**src/rtl/vga_scanout.sv**
```systemverilog
// 640x480@60 VGA scan-out reading a 160x120 RGB332 framebuffer, each pixel scaled 4x4.
// Define VGA_TEST_PATTERN_EN to replace memory data with an (h>>2)^(v>>2) test pattern.
module vga_scanout #(
   parameter logic [31:0] FB_BASE = 32'h0000_0000
) (
   input  logic        CLOCK_50,
   input  logic        reset,
   output logic [31:0] addr_vga,
   input  logic [31:0] read_data_vga,
   output logic        vga_clk,
   output logic        vga_hs,
   output logic        vga_vs,
   output logic        vga_blank_n,
   output logic [2:0]  vga_r,
   output logic [2:0]  vga_g,
   output logic [1:0]  vga_b,
   output logic        frame_start
);

   localparam logic [9:0] H_VIS    = 10'd640;
   localparam logic [9:0] H_SYNC_S = 10'd656;
   localparam logic [9:0] H_SYNC_E = 10'd751;
   localparam logic [9:0] H_LAST   = 10'd799;
   localparam logic [9:0] V_VIS    = 10'd480;
   localparam logic [9:0] V_SYNC_S = 10'd490;
   localparam logic [9:0] V_SYNC_E = 10'd491;
   localparam logic [9:0] V_LAST   = 10'd524;

   logic       pe_reg;
   logic [9:0] h_reg;
   logic [9:0] v_reg;
   logic [9:0] h_next;
   logic [9:0] v_next;

   // Decode of the counter state whose word is in flight; consumed one tick later.
   logic       st_hs_n;
   logic       st_vs_n;
   logic       st_vis;
   logic [1:0] st_lane;
`ifdef VGA_TEST_PATTERN_EN
   logic [7:0] st_pat;
`endif

   logic        visible;
   logic        hs_act;
   logic        vs_act;
   logic [31:0] fetch_addr;
   logic [7:0]  pix_byte;

   assign visible = (h_reg < H_VIS) && (v_reg < V_VIS);
   assign hs_act  = (h_reg >= H_SYNC_S) && (h_reg <= H_SYNC_E);
   assign vs_act  = (v_reg >= V_SYNC_S) && (v_reg <= V_SYNC_E);

   assign h_next = (h_reg == H_LAST) ? 10'd0 : h_reg + 10'd1;
   assign v_next = (h_reg != H_LAST) ? v_reg :
                   (v_reg == V_LAST) ? 10'd0 : v_reg + 10'd1;

   // Row stride 160 bytes per framebuffer line; one 32-bit word covers 16 screen columns.
   assign fetch_addr = FB_BASE + 32'(v_reg[9:2]) * 32'd160 + {24'd0, h_reg[9:4], 2'b00};

`ifdef VGA_TEST_PATTERN_EN
   assign pix_byte = st_pat;
`else
   assign pix_byte = read_data_vga[{st_lane, 3'b000} +: 8];
`endif

   assign vga_clk = pe_reg;

   always_ff @(posedge CLOCK_50 or posedge reset) begin
      if (reset) begin
         pe_reg      <= 1'b0;
         h_reg       <= 10'd0;
         v_reg       <= 10'd0;
         addr_vga    <= FB_BASE;
         st_hs_n     <= 1'b1;
         st_vs_n     <= 1'b1;
         st_vis      <= 1'b0;
         st_lane     <= 2'd0;
`ifdef VGA_TEST_PATTERN_EN
         st_pat      <= 8'd0;
`endif
         vga_hs      <= 1'b1;
         vga_vs      <= 1'b1;
         vga_blank_n <= 1'b0;
         vga_r       <= 3'd0;
         vga_g       <= 3'd0;
         vga_b       <= 2'd0;
         frame_start <= 1'b0;
      end else begin
         pe_reg      <= ~pe_reg;
         frame_start <= 1'b0;
         if (pe_reg) begin
            h_reg    <= h_next;
            v_reg    <= v_next;
            addr_vga <= fetch_addr;
            st_hs_n  <= ~hs_act;
            st_vs_n  <= ~vs_act;
            st_vis   <= visible;
            st_lane  <= h_reg[3:2];
`ifdef VGA_TEST_PATTERN_EN
            st_pat   <= h_reg[9:2] ^ v_reg[9:2];
`endif
            // Memory data for st_* arrived one clock after the address was issued.
            vga_hs      <= st_hs_n;
            vga_vs      <= st_vs_n;
            vga_blank_n <= st_vis;
            vga_r       <= st_vis ? pix_byte[7:5] : 3'd0;
            vga_g       <= st_vis ? pix_byte[4:2] : 3'd0;
            vga_b       <= st_vis ? pix_byte[1:0] : 2'd0;
            frame_start <= (h_reg == H_LAST) && (v_reg == V_LAST);
         end
      end
   end

endmodule
```
**config.mk**
```make
export PLATFORM = sky130hd
export DESIGN_NAME = vga_scanout
export DESIGN_NICKNAME = d
export VERILOG_FILES = /design/src/rtl/vga_scanout.sv
export SDC_FILE = /design/constraint.sdc
export NUM_CORES = 1
export LEC_CHECK = 0
export ABC_AREA = 1
export BUFFER_PORTS_ARGS = -buffer_cell sky130_fd_sc_hd__buf_4
export CAP_MARGIN = 10
export CORE_UTILIZATION = 35
export DETAILED_ROUTE_END_ITERATION = 7
export GPL_TIMING_DRIVEN = 0
export REMOVE_ABC_BUFFERS = 1
export SETUP_SLACK_MARGIN = 0.5
export SYNTH_ARGS = -nofsm -noshare
export SYNTH_HDL_FRONTEND = slang
export SYNTH_SLANG_ARGS = --single-unit
```
**constraint.sdc**
```tcl
create_clock -name CLOCK_50 -period 2.7 [get_ports CLOCK_50]
set_clock_uncertainty 0.2 [all_clocks]
set_input_delay 0.27 -clock CLOCK_50 [delete_from_list [all_inputs] [get_ports CLOCK_50]]
set_output_delay 0.27 -clock CLOCK_50 [all_outputs]
set_load 0.05 [all_outputs]
```
Word-level counts from Yosys, hierarchy flattened
Cells that the tools add are included.

storage, ports and cells
  register bits = 70
  latch bits = 0
  memory bits (writable) = 0
  ROM bits = 0
  input port bits = 34
  memories = 0

cells by class
  add/sub/neg operators = 3
  $mul = 1
  div/mod/pow operators = 0
  magnitude comparators = 6
  eq/ne operators = 3
  shifts and indexed selects = 1
  mux-type cells = 6
  bitwise operators = 4
  reductions and logical operators = 5

operators by type and width
  operator                                                                           number
  32-bit by 6-bit variable part select with 8-bit output                             1
  10-bit by 1-bit adder with 10-bit output, second input constant                    2
  10-bit equality test, second input constant                                        2
  10-bit 2-to-1 mux                                                                  2
  16-bit by 8-bit adder with 17-bit output                                           1
  8-bit by 3-bit multiplier with 11-bit output, second input constant                1
  10-bit >= comparator, second input constant                                        1
  10-bit by 9-bit >= comparator with 1-bit output, second input constant             1
  10-bit less-or-equal comparator, second input constant                             1
  10-bit by 9-bit less-or-equal comparator with 1-bit output, second input constant  1
  10-bit < comparator, second input constant                                         1
  10-bit by 9-bit < comparator with 1-bit output, second input constant              1
  10-bit inequality test, second input constant                                      1
  3-bit 2-to-1 mux                                                                   2
  1-bit logical AND                                                                  4
  1-bit NOT                                                                          4
  2-bit 2-to-1 mux                                                                   1
  2-bit AND reduction                                                                1
  1-bit 2-to-1 mux                                                                   1

Longest topological paths before layout
Gate-level depths: netlist (run 1).

  depth after elaboration = 3
  mapped depth = 13
  depth with buffers taken out = 13

Worst setup path before layout (run 1)
OpenSTA, ideal clock, no wires.

  path type = flip-flop to flip-flop
  start = register v_reg[3]
  end = register addr_vga[12]
  library setup time = 82 ps
  data arrival time = 2132 ps
  required time = 2418 ps
  slack = 286 ps
  cell stages (with the launch flop) = 9
  buffers on the path = 0
  period minus slack after synthesis = 2414 ps
  cells stage by stage = dfrtp_1 -> ha_1 -> ha_1 -> fa_1 -> nand4_1 -> nand2_1 -> nand3_1 -> or2_2 -> a31oi_1

on the way
  word-level cells in the longest chain between the ends = 2

ends and longest elaborated chain
  element                                       RTL line  source
  from (decl)                                   31        logic [9:0] v_reg;
  from (signal assigned)                        94        v_reg <= v_next;
  8-bit by 3-bit multiplier with 11-bit output  59        assign fetch_addr = FB_BASE + 32'(v_reg[9:2]) * 32'd160 + {24'd0, h_reg[9:4], 2'b00};
  16-bit by 8-bit adder with 17-bit output      59
  to (signal assigned)                          95        addr_vga <= fetch_addr;
  to (decl)                                     8         output logic [31:0] addr_vga,

No other way between the ends.
A chain may end at the register's enable or synchronous reset.

Worst setup path in the final report (run 1)
  start = register v_reg[4]
  end = register addr_vga[12]

The elaborated chain is that of the path after synthesis.

==> results.py, run 1 <==
metrics = {
    "logic_synthesis": {
        "synth_top_area_frac": 0.367,
        "netlist_instances": 435,
        "synth-seq-cells": 53,
        "ys.warnings.count": 0,
        "synth_area_leaders": "dfrtp_1 37%, nand2_1 12%, ha_1 7.1%",
        "synth_cell_types": 36,
        "yosysSeqAreaShare": 0.399,
        "synth_top_area_cell": "dfrtp_1",
        "avgSynthCellArea_um2": 7.68,
        "syn_area_mm2": 0.00334,
    },
    "placed_design": {
        "post-dp-hpwl_um": 5580,
        "post-place-ws_ns": -0.577,
        "portBuffers": 61,
        "gp_congestion": 0.840,
        "dpl-instance-area_mm2": 0.00386,
    },
    "drt": {
        "routed_wl_um": 7910,
        "ant_nets": 0,
        "viasPerCell": 4.73,
        "first_iter_violations": 213,
        "dr.pass1.iters": 4,
        "wl_per_cell_um": 12.5,
        "drc": 0,
        "vias": 2984,
    },
    "clock_network": {
        "clockBufferDepth": 2,
        "cts-buffers-inserted": 5,
        "path_clk_slew_ns": 0.11,
        "clk_latency_ns": 0.32,
        "h-tree-depth": 2,
        "clock-sinks": 53,
        "ctsRootBufferMaster": "clkbuf_8",
        "cts_tree": "yes",
    },
    "layout": {
        "final_common_cell": "nand2_1",
        "final_cell_mix": "100 x nand2_1, 67 x buf_4, 43 x inv_1",
        "layout.nets": 556,
        "diodes": 0,
        "fin_area_mm2": 0.00420,
        "largest_reg_flops": 15,
        "syn_to_final_growth_pct": 25.8,
        "drive_above_1_share": 0.245,
    },
    "min_path": {
        "worstHoldPathType": "in2reg",
    },
    "setup_path": {
        "arrival_ns": 2.41,
        "cp_max_fo": 7,
        "required_ns": 2.74,
        "start_kind": "flip-flop",
        "crit_type": "reg2reg",
        "end_kind": "flip-flop",
    },
    "sta": {
        "fmax_mhz": 422,
        "setup_viol": 0,
        "period_needed_ns": 2.37,
        "slew_viol_final": 0,
        "finalHoldViolations": 0,
        "post-route-period-util": 0.878,
        "worstMarginPinSlew_ns": 0.524,
        "hold_ws_ns": 0.141,
        "worst_slack_ns": 0.329,
        "grt_setup_unrepaired": "true",
        "slew-limit-headroom": 0.651,
    },
    "global_route": {
        "grt.total_usage": 0.163,
        "grt_pass1_vias": 2790,
        "overflow": 0,
        "grt_max_degree": 42,
        "antenna_found_initial": 0,
        "grt_pass1_wl_um": 13200,
    },
    "floorplan": {
        "start_util": 0.362,
        "pin_count": 79,
        "coreArea_mm2": 0.00924,
        "die_y_um": 99.7,
        "num_rows": 35,
        "die_w_um": 99.7,
        "die_area_mm2": 0.00994,
    },
    "power_and_ir_drop": {
        "peakVddDrop_mv": 0.217,
        "totalPowerFinal_mw": 1.45,
        "p_leak_nw": 2.09,
        "power_density_mw_per_mm2": 345,
    },
    "outcome": {
        "outcome": "finished, final reports clean",
    },
    "job": {
        "cap_violations": 0,
    },
}
[Yosys cell counts (all sizes together)]
library cell,number
a221oi,1
fa,2
dfstp,4
nand2,107
nor4,3
nand4,7
a21oi,9
clkbuf,7
ha,19
inv,45
or2,2
conb,1
nand3,37
o21a,1
nor2,48
a22o,1
dfrtp,49
nor3,11
o21bai,2
xor2,6
buf,21
o21ai,39
xnor2,2
nand3b,1
o22ai,8
a31oi,2
[cells by family (layout without fill, tap and decap cells)]
group | Yosys count | count (layout) | synth area share
xor gates and xnor gates | 8 | 8 | 0.0210
adders and majority gates | 21 | 21 | 0.0831
buffers and inverters | 73 | 124 | 0.104
AOI/OAI and AO/OA | 63 | 63 | 0.104
other | 1 | 17 | 0.00112
and+or+nand+nor | 216 | 216 | 0.288
DFF | 53 | 53 | 0.399
[timing repair]
action	4_1_cts	5_1_grt
buffers inserted	6	2
resized for setup	28	13
hold buffers	1	0
endpoints found under the setup margin	46	11
gates cloned	0	0
hold endpoints to repair	12	0
pin swaps	12	11
[power breakdown]
part           leakage, nW  total [mW]  internal [mW]  switching (mW)
Sequential           0.664       0.803          0.800         0.00341
Clock               0.0518       0.492          0.214           0.279
Combinational         1.37       0.154         0.0485           0.105
[path summary, 6_finish.rpt]
kind / startpoint / end / slack [ns] / cells past startpoint
max in group asynchronous: reset / st_vs_n / 1.48 / 4
setup / recovery: v_reg[4] / addr_vga[12] / 0.33 / 8
min in group asynchronous: reset / vga_g[0] / 0.25 / 3
hold / removal: read_data_vga[6] / vga_r[1] / 0.14 / 5
hold reg to reg: vga_hs / vga_hs / 0.27 / 2
setup reg to reg: v_reg[4] / addr_vga[12] / 0.33 / 8
[area by class of cell]
| cell class | instances | area, um^2 |
|---|---|---|
| Clock inverter | 2 | 17.5 |
| Timing Repair Buffer | 71 | 559 |
| Inverter | 45 | 171 |
| Tap cell | 129 | 161 |
| Fill cell | 918 | 5040 |
| Multi-Input combinational cell | 325 | 1870 |
| Sequential cell | 53 | 1340 |
| Clock buffer | 6 | 82.6 |
[metrics by stage]
| step | instances | util | TNS, ns |
|---|---|---|---|
| 2_1_floorplan | 423 | - | -0.0384 |
| 3_3_place_gp | 613 | 0.416 | -4.32 |
| 3_5_place_dp | 614 | 0.418 | -4.41 |
| 4_1_cts | 629 | 0.447 | 0 |
| 5_1_grt | 631 | 0.455 | 0 |
| 6_report | 631 | 0.455 | 0 |
[per-layer routing]
layer | routed length (um) | vias to the layer above | global-route usage
li1 | - | 1528 | -
met1 | 3820 | 1381 | 0.220
met2 | 3750 | 65 | 0.276
met3 | 237 | 10 | 0.0246
met4 | 103 | 0 | 0.0362
met5 | 0 | - | 0
[critical path, cell delays in order (launching register included)]
cell and delay [ns]:
dfrtp_2 0.50, ha_4 0.19, ha_4 0.16, fa_2 0.56, nand3_1 0.10, nand2_2 0.10
nand3_2 0.10, or2_4 0.23, a31oi_1 0.15
Note: power is estimated with default switching activity, not from simulation.
==> run 2, diff against run 1 <==
SETUP_SLACK_MARGIN = 0.3   (was 0.5)
==> run 2 against run 1 <==
Die area is the same. Largest cell class unchanged. Final cell count shrank 0.16%. Fmax grew 1.4%. Combinational power is essentially flat.
==> results.py, run 2 (synthesized netlist as in run 1, its figures left out) <==
metrics = {
    "floorplan": {
        "pin_count": 79,
        "coreArea_mm2": 0.00924,
        "die_area_mm2": 0.00994,
        "start_util": 0.362,
        "die_y_um": 99.7,
        "num_rows": 35,
        "die_w_um": 99.7,
    },
    "clock_network": {
        "clk_latency_ns": 0.31,
        "h-tree-depth": 2,
        "cts_tree": "yes",
        "ctsRootBufferMaster": "clkbuf_8",
        "clock-sinks": 53,
        "cts-buffers-inserted": 5,
        "path_clk_slew_ns": 0.10,
        "clockBufferDepth": 2,
    },
    "setup_path": {
        "path_cells": "ha_4 > ha_4 > fa_2 > nand2_2 > nor2_2 > nand3_2 > nor2_2 > nand2_1 > nand2_1 > nand2_1 > nand2_1",
        "cp_slowest_stage_delay_ns": 0.56,
        "cp_max_fo": 7,
        "critical_path_buf_inv_count": 0,
        "required_ns": 2.75,
        "start_kind": "flip-flop",
        "crit_top_cell": "nand2_1",
        "slowest_stage": "fa_2",
        "critPathTopFamily": "adder cells",
        "end_kind": "flip-flop",
        "arrival_ns": 2.39,
        "crit_type": "reg2reg",
    },
    "sta": {
        "finalHoldViolations": 0,
        "post-route-period-util": 0.866,
        "worst_slack_ns": 0.361,
        "period_needed_ns": 2.34,
        "hold_ws_ns": 0.151,
        "setup_tns_ns": 0,
        "setup_viol": 0,
        "fmax_mhz": 428,
        "slew_viol_final": 0,
        "grt_setup_unrepaired": "true",
    },
    "global_route": {
        "grt_max_degree": 42,
        "overflow": 0,
        "antenna_found_initial": 0,
        "grt_pass1_wl_um": 13100,
        "grt_pass1_vias": 2757,
        "grt.total_usage": 0.162,
    },
    "layout": {
        "multi_input_area_mm2": 0.00185,
        "final_cell_mix": "100 x nand2_1, 67 x buf_4, 43 x inv_1",
        "largest_reg_flops": 15,
        "final_common_cell": "nand2_1",
        "regArea_mm2": 0.00134,
        "fin_area_mm2": 0.00417,
        "diodes": 0,
        "fillers": 917,
        "drive_above_1_share": 0.242,
        "layout.nets": 555,
        "syn_to_final_growth_pct": 24.9,
    },
    "drt": {
        "vias": 2932,
        "dr.pass1.iters": 5,
        "wl_per_cell_um": 12.2,
        "viasPerCell": 4.65,
        "routed_wl_um": 7660,
        "ant_nets": 0,
        "first_iter_violations": 192,
        "drc": 0,
    },
    "power_and_ir_drop": {
        "peakVddDrop_mv": 0.212,
        "p_leak_nw": 2.08,
        "power_density_mw_per_mm2": 345,
    },
    "job": {
        "cap_violations": 0,
    },
    "placed_design": {
        "portBuffers": 61,
        "post-dp-hpwl_um": 5580,
        "dpl-instance-area_mm2": 0.00386,
        "gp_congestion": 0.840,
        "post-place-ws_ns": -0.577,
    },
    "outcome": {
        "outcome": "finished, final reports clean",
    },
    "min_path": {
        "worstHoldPathType": "in2reg",
    },
}
## run 2: final timing paths
kind,startpoint,endpoint,slack (ns),cells after the start
worst min register to register,vga_hs,vga_hs,0.27,2
max in group asynchronous,reset,st_vs_n,1.47,4
worst max-delay path,v_reg[4],addr_vga[15],0.36,11
worst min-delay path,read_data_vga[1],vga_b[1],0.15,5
worst max register to register,v_reg[4],addr_vga[15],0.36,11
min in group asynchronous,reset,vga_g[0],0.26,3
## run 2: what timing repair did
action / CTS / global route
hold buffers: 1 / 0
pin swaps: 10 / 11
setup endpoints to repair: 27 / 8
buffers inserted: 5 / 2
gates resized for setup: 20 / 17
endpoints found under the hold margin: 12 / 0
## run 2: where the power goes
part           switching [mW]  internal (mW)
registers             0.00334          0.799
logic                   0.105         0.0485
clock network           0.271          0.214
total                   0.380           1.06
## run 2: worst reg2reg max path: stages (launching register included)
cell	delay, ns
dfrtp_2	0.50
ha_4	0.20
ha_4	0.16
fa_2	0.56
nand2_2	0.08
nor2_2	0.14
nand3_2	0.09
nor2_2	0.13
nand2_1	0.06
nand2_1	0.06
nand2_1	0.05
nand2_1	0.07
## run 2: area by class of cell
cell class              instances  share of cell area
multi-input cells             325               0.444
flip-flops and latches         53               0.322
repair buffers                 70               0.130
inverters                      45              0.0411
well taps                     129              0.0387
clock buffers                   6              0.0198
clock inverters                 2             0.00420
## run 2: stage by stage
stage	cells	power (mW)	util
after floorplan	423	0.915	-
after global placement	613	0.968	0.416
after detailed placement	614	0.973	0.418
after CTS	628	1.47	0.444
after global routing	630	1.51	0.452
final	630	1.44	0.452
## run 2: metal layers
layer / wire [um] / track usage
met1: 3840 / 0.223
met2: 3570 / 0.269
met3: 207 / 0.0239
met4: 45 / 0.0328
met5: 0 / 0
